===== config.mk =====
export PLATFORM = sky130hd
export DESIGN_NAME = sr_latch
export DESIGN_NICKNAME = d
export VERILOG_FILES = /design/src/rtl/sr_latch.sv
export SDC_FILE = /design/constraint.sdc
export NUM_CORES = 1
export LEC_CHECK = 0
export CAP_MARGIN = 20
export CORE_AREA = 4 4 41 43
export DETAILED_ROUTE_END_ITERATION = 8
export DIE_AREA = 0 0 45 47
export PLACE_DENSITY_LB_ADDON = 0.08
export REMOVE_ABC_BUFFERS = 1
export SETUP_SLACK_MARGIN = 0.2
export SLEW_MARGIN = 5
export SYNTH_ARGS = -nofsm -noshare
export SYNTH_HDL_FRONTEND = slang
export SYNTH_SLANG_ARGS = --single-unit

===== constraint.sdc =====
create_clock -name clk -period 2.1 [get_ports clk]
set_clock_uncertainty 0.2 [all_clocks]
set_input_delay 0.42 -clock clk [delete_from_list [all_inputs] [get_ports clk]]
set_output_delay 0.42 -clock clk [all_outputs]
set_load 0.005 [all_outputs]

===== src/rtl/sr_latch.sv =====
// sr_latch: clocked array of independent set/reset bit-cells.
// Every bit samples its own s/r pair on the rising clock edge when enable is high.
// Asserting s and r together is a forbidden request. It leaves the bit unchanged,
// raises a one-cycle invalid flag for that bit, and sets a sticky summary flag
// that only rst clears.
module sr_latch #(
  parameter int                 WIDTH  = 1,
  parameter logic [WIDTH-1:0]   INIT_Q = {WIDTH{1'b0}}
) (
  input  logic             clk,
  input  logic             rst,
  input  logic [WIDTH-1:0] s,
  input  logic [WIDTH-1:0] r,
  input  logic             enable,
  output logic [WIDTH-1:0] q,
  output logic [WIDTH-1:0] qn,
  output logic [WIDTH-1:0] invalid,
  output logic             invalid_sticky
);

  logic [WIDTH-1:0] q_d;
  logic [WIDTH-1:0] q_q;
  logic [WIDTH-1:0] invalid_d;
  logic [WIDTH-1:0] invalid_q;
  logic             sticky_d;
  logic             sticky_q;

  // Next-state logic: per-bit set/reset decode, gated by enable.
  always_comb begin
    q_d       = q_q;
    invalid_d = {WIDTH{1'b0}};
    sticky_d  = sticky_q;
    if (enable) begin
      for (int i = 0; i < WIDTH; i++) begin
        case ({s[i], r[i]})
          2'b10:   q_d[i] = 1'b1;
          2'b01:   q_d[i] = 1'b0;
          2'b11: begin
            // Forbidden request: hold the bit and flag it.
            q_d[i]       = q_q[i];
            invalid_d[i] = 1'b1;
          end
          default: q_d[i] = q_q[i];
        endcase
      end
      sticky_d = sticky_q | (|invalid_d);
    end else begin
      // Disabled: state holds; invalid drops back to zero via its default.
      q_d      = q_q;
      sticky_d = sticky_q;
    end
  end

  // State registers; rst acts immediately and wins over any same-edge update.
  always_ff @(posedge clk or posedge rst) begin
    if (rst) begin
      q_q       <= INIT_Q;
      invalid_q <= {WIDTH{1'b0}};
      sticky_q  <= 1'b0;
    end else begin
      q_q       <= q_d;
      invalid_q <= invalid_d;
      sticky_q  <= sticky_d;
    end
  end

  // qn is taken straight from the q flops so it can never disagree with q.
  assign q              = q_q;
  assign qn             = ~q_q;
  assign invalid        = invalid_q;
  assign invalid_sticky = sticky_q;

endmodule


After elaboration in Yosys (flattened, before gate mapping). Index checks and enable logic that the tools add are counted.

$add $sub $neg: 0. Multipliers: 0. Div/mod/pow operators: 0. Magnitude comparators: 0. Eq/ne operators: 3. Shifts and indexed selects: 0. Multiplexer cells: 4. Bitwise logic cells: 2. Reductions and logical operators: 2.

Operators with widths (count): 2-bit equality test, second input constant (2); 1-bit 2-to-1 mux (3); 2-bit by 1-bit equality test with 1-bit output, second input constant (1); 1-bit one-hot mux with 2 select lines (1); 2-bit AND reduction (1); 2-bit nonzero test (1); 1-bit NOT (1); 1-bit bitwise OR (1).

Register bits after elaboration: 3. Bits in latches: 0. Memory bits (writable): 0. Bits in read-only memories: 0. Input port bits: 5. Logic and storage cells: 14. Memories: 0.

Logic depth before layout (Yosys ltp).
Depth after elaboration: 4. Gate-level depth with buffers: 4. Depth with buffers taken out: 4.

Worst setup path before layout. No wires, ideal clock.

Kind: input -> register. From: input port s. To: register q_q (netlist: q). Arrival time: 1.022 ns. Path slack: 0.799 ns. Stages: 4. Cells stage by stage: inv_1 -> ha_1 -> nor2b_4 -> mux2i_1.

Word-level cells in the longest chain between the ends: 3. Elaborated cells between the ends (all ways): 5.

RTL lines: start: declaration (RTL line 12) `input logic [WIDTH-1:0] s,`; 2-bit by 1-bit equality test with 1-bit output or 2-bit equality test (tied branches) (RTL line 35) `case ({s[i], r[i]})`; 2-bit nonzero test (no line); 2-bit AND reduction (no line); end signal: assignment (RTL line 61) `q_q <= q_d;`; end: declaration (RTL line 22) `logic [WIDTH-1:0] q_q;`.

Parallel ways exist; a longest one is shown, timed or not. A chain may end at the register's enable or synchronous reset.

Worst setup path in the final report.
From: register q_q (netlist: q). To: output port qn.

Word-level cells in the longest chain between the ends: 1.

RTL lines: 1-bit NOT (RTL line 69) `assign qn = ~q_q;`; end: declaration (RTL line 16) `output logic [WIDTH-1:0] qn,`.

Every way passes these cells.

==> results.cfg <==
[run_status]
status = finished, final reports clean

[route]
antenna_left = 0
drc = 0
drt-total-wl_um = 344
routed_via_density = 3.00
routed-via-count = 117
firstDrtPassIters = 3
drtIter0Drc = 1
post_drt_wl_per_cell_um = 8.82

[place]
place.gp.congestion = 0.583
hpwl_um = 245
dp_slack_ps = 240
port_buffers = 8

[critical_path]
critical_path_required_ps = 1480
rrSetupSlack_ps = 1200
cp_max_fo = 2
r2r_end = invalid_sticky
r2r_start = invalid_sticky
start_kind = register
critPathKind = register to output port
ff2ff_path_depth = 1
cp.arrival_ps = 1190
worst_setup_path_end_kind = output port

[layout]
diodes = 0
layout_common_cells = clkdlybuf4s50_1, inv_1, clkbuf_4, dfrtp_1, ha_1
drive_gt1_frac = 0.208
final_common_cell = clkdlybuf4s50_1
fin_nets = 32
area_growth_pct = 83.3

[floorplanning]
core_um2 = 1300
die-area_um2 = 2120
die_h_um = 47
die-width_um = 45
pin_count = 9
row_count = 13
initial_core_util = 0.115

[timing]
rsz0062_at_grt = false
fin_crit_sh = 0.860
worst_slew_pin_slew_ps = 118
setup-violations-final = 0
drv_slew = 0
final.min_clock_period_ps = 1810
fmax_mhz = 554
fin_ws_ps = 294
finalHoldViolations = 0
fin_tns_setup_ps = 0
slew-limit-headroom = 0.919

[power]
max-vdd-ir-drop_mv = 0.168
p_leak_nw = 0.129
power_density_nw_per_um2 = 748

[synthesis]
ys_seq_area_frac = 0.500
synthDistinctLibCells = 7
synthMuxAreaShare = 0.0667
synth_cells = 12
synth_top_area_share = 0.500
synth_seq_cells = 3
synth_fa_ha_area_frac = 0.167
synthTopCellsByArea = dfrtp_1, ha_1, nor2b_4
synth-xor-area-share = 0
synth_top_family_by_area = simple AND/OR/NAND/NOR gates
synth-simple-area-share = 0.192
yosys.area.top_type = dfrtp_1
yosysWarnings = 0
synth-compound-area-share = 0
syn_area_um2 = 150
postSynthAreaPerCell_um2 = 12.5

[flow_run]
cap_violations = 0

[clock_network]
h-tree-depth = 1
clk_path_buf_depth = 2
cts.repair.resized = 0
insertion_delay_ps = 230
cts_tree = done
cts_made_buffers = 3
hold_buffers = 0
postCtsSetupRepairBufs = 0
cts_sinks = 3
clkTransAtPathRegs_ps = 40
clockRootBuffer = clkbuf_4

[grt]
grt_pass1_wl_um = 517
grt_max_degree = 4
overflow = 0
gr-usage-all-layers = 0.0451
antenna_found_initial = 0
grt_pass1_vias = 135

[hold_path]
hold_class = input port to async pin
how the worst max path moves through the flow:
stage                     startpoint  endpoint  slack [ps]  cells after the start
after global placement             s         q         250                      5
after floorplan                    s         q         800                      4
after detailed placement           s         q         240                      5
after global routing               q        qn         240                      2
after CTS                          q        qn         270                      2
final                              q        qn         290                      2
final cells by class:
class	count	area, µm²
inverters	3	11.3
flip-flops and latches	3	75.1
repair buffers	8	80.1
well taps	15	18.8
fillers	157	1030
clock buffers	4	26.3
multi-input cells	6	63.8
worst max-delay path, stage by stage, from the launching register on:
cell	delay (ps)
dfrtp_1	370
inv_1	70
clkdlybuf4s50_1	500
flip-flops by register name (all words and copies together) (netlist names):
register	count
q	1
invalid	1
invalid_sticky	1
cell usage after synthesis:
cell type / count
ha_1: 2
nor2b_4: 1
and2_4: 1
inv_1: 3
dfrtp_1: 3
mux2i_1: 1
or2_1: 1
power by group:
group | internal [mW] | switching [mW] | total [mW] | leakage [nW]
logic | 0.0246 | 0.0118 | 0.0364 | 0.0813
registers | 0.0619 | 0.00193 | 0.0639 | 0.0325
clock network | 0.0715 | 0.0342 | 0.106 | 0.0150
total | 0.158 | 0.0479 | 0.206 | 0.129
cells by family after synthesis:
logic type | count (synthesis)
adder cells (fa/ha/maj) | 2
multiplexers | 1
flip-flops | 3
AND/OR/NAND/NOR | 3
buffers and inverters | 3
per-layer routing:
layer	routed length, µm	GRT usage
met1	143	0.0342
met2	172	0.0508
met3	27	0.0345
met4	0	0.0877
met5	0	0
metrics by stage:
step / hold slack, ps / area, µm² / cells / utilization / total power, mW
6_report: 152 / 275 / 39 / 0.212 / 0.206
5_1_grt: 154 / 275 / 39 / 0.212 / 0.222
4_1_cts: 144 / 275 / 39 / 0.212 / 0.214
3_5_place_dp: 254 / 249 / 35 / 0.191 / 0.101
3_3_place_gp: 249 / 249 / 35 / 0.191 / 0.102
2_1_floorplan: -26.4 / 150 / 12 / - / 0.0775
Power figures use the tool's default switching activity.
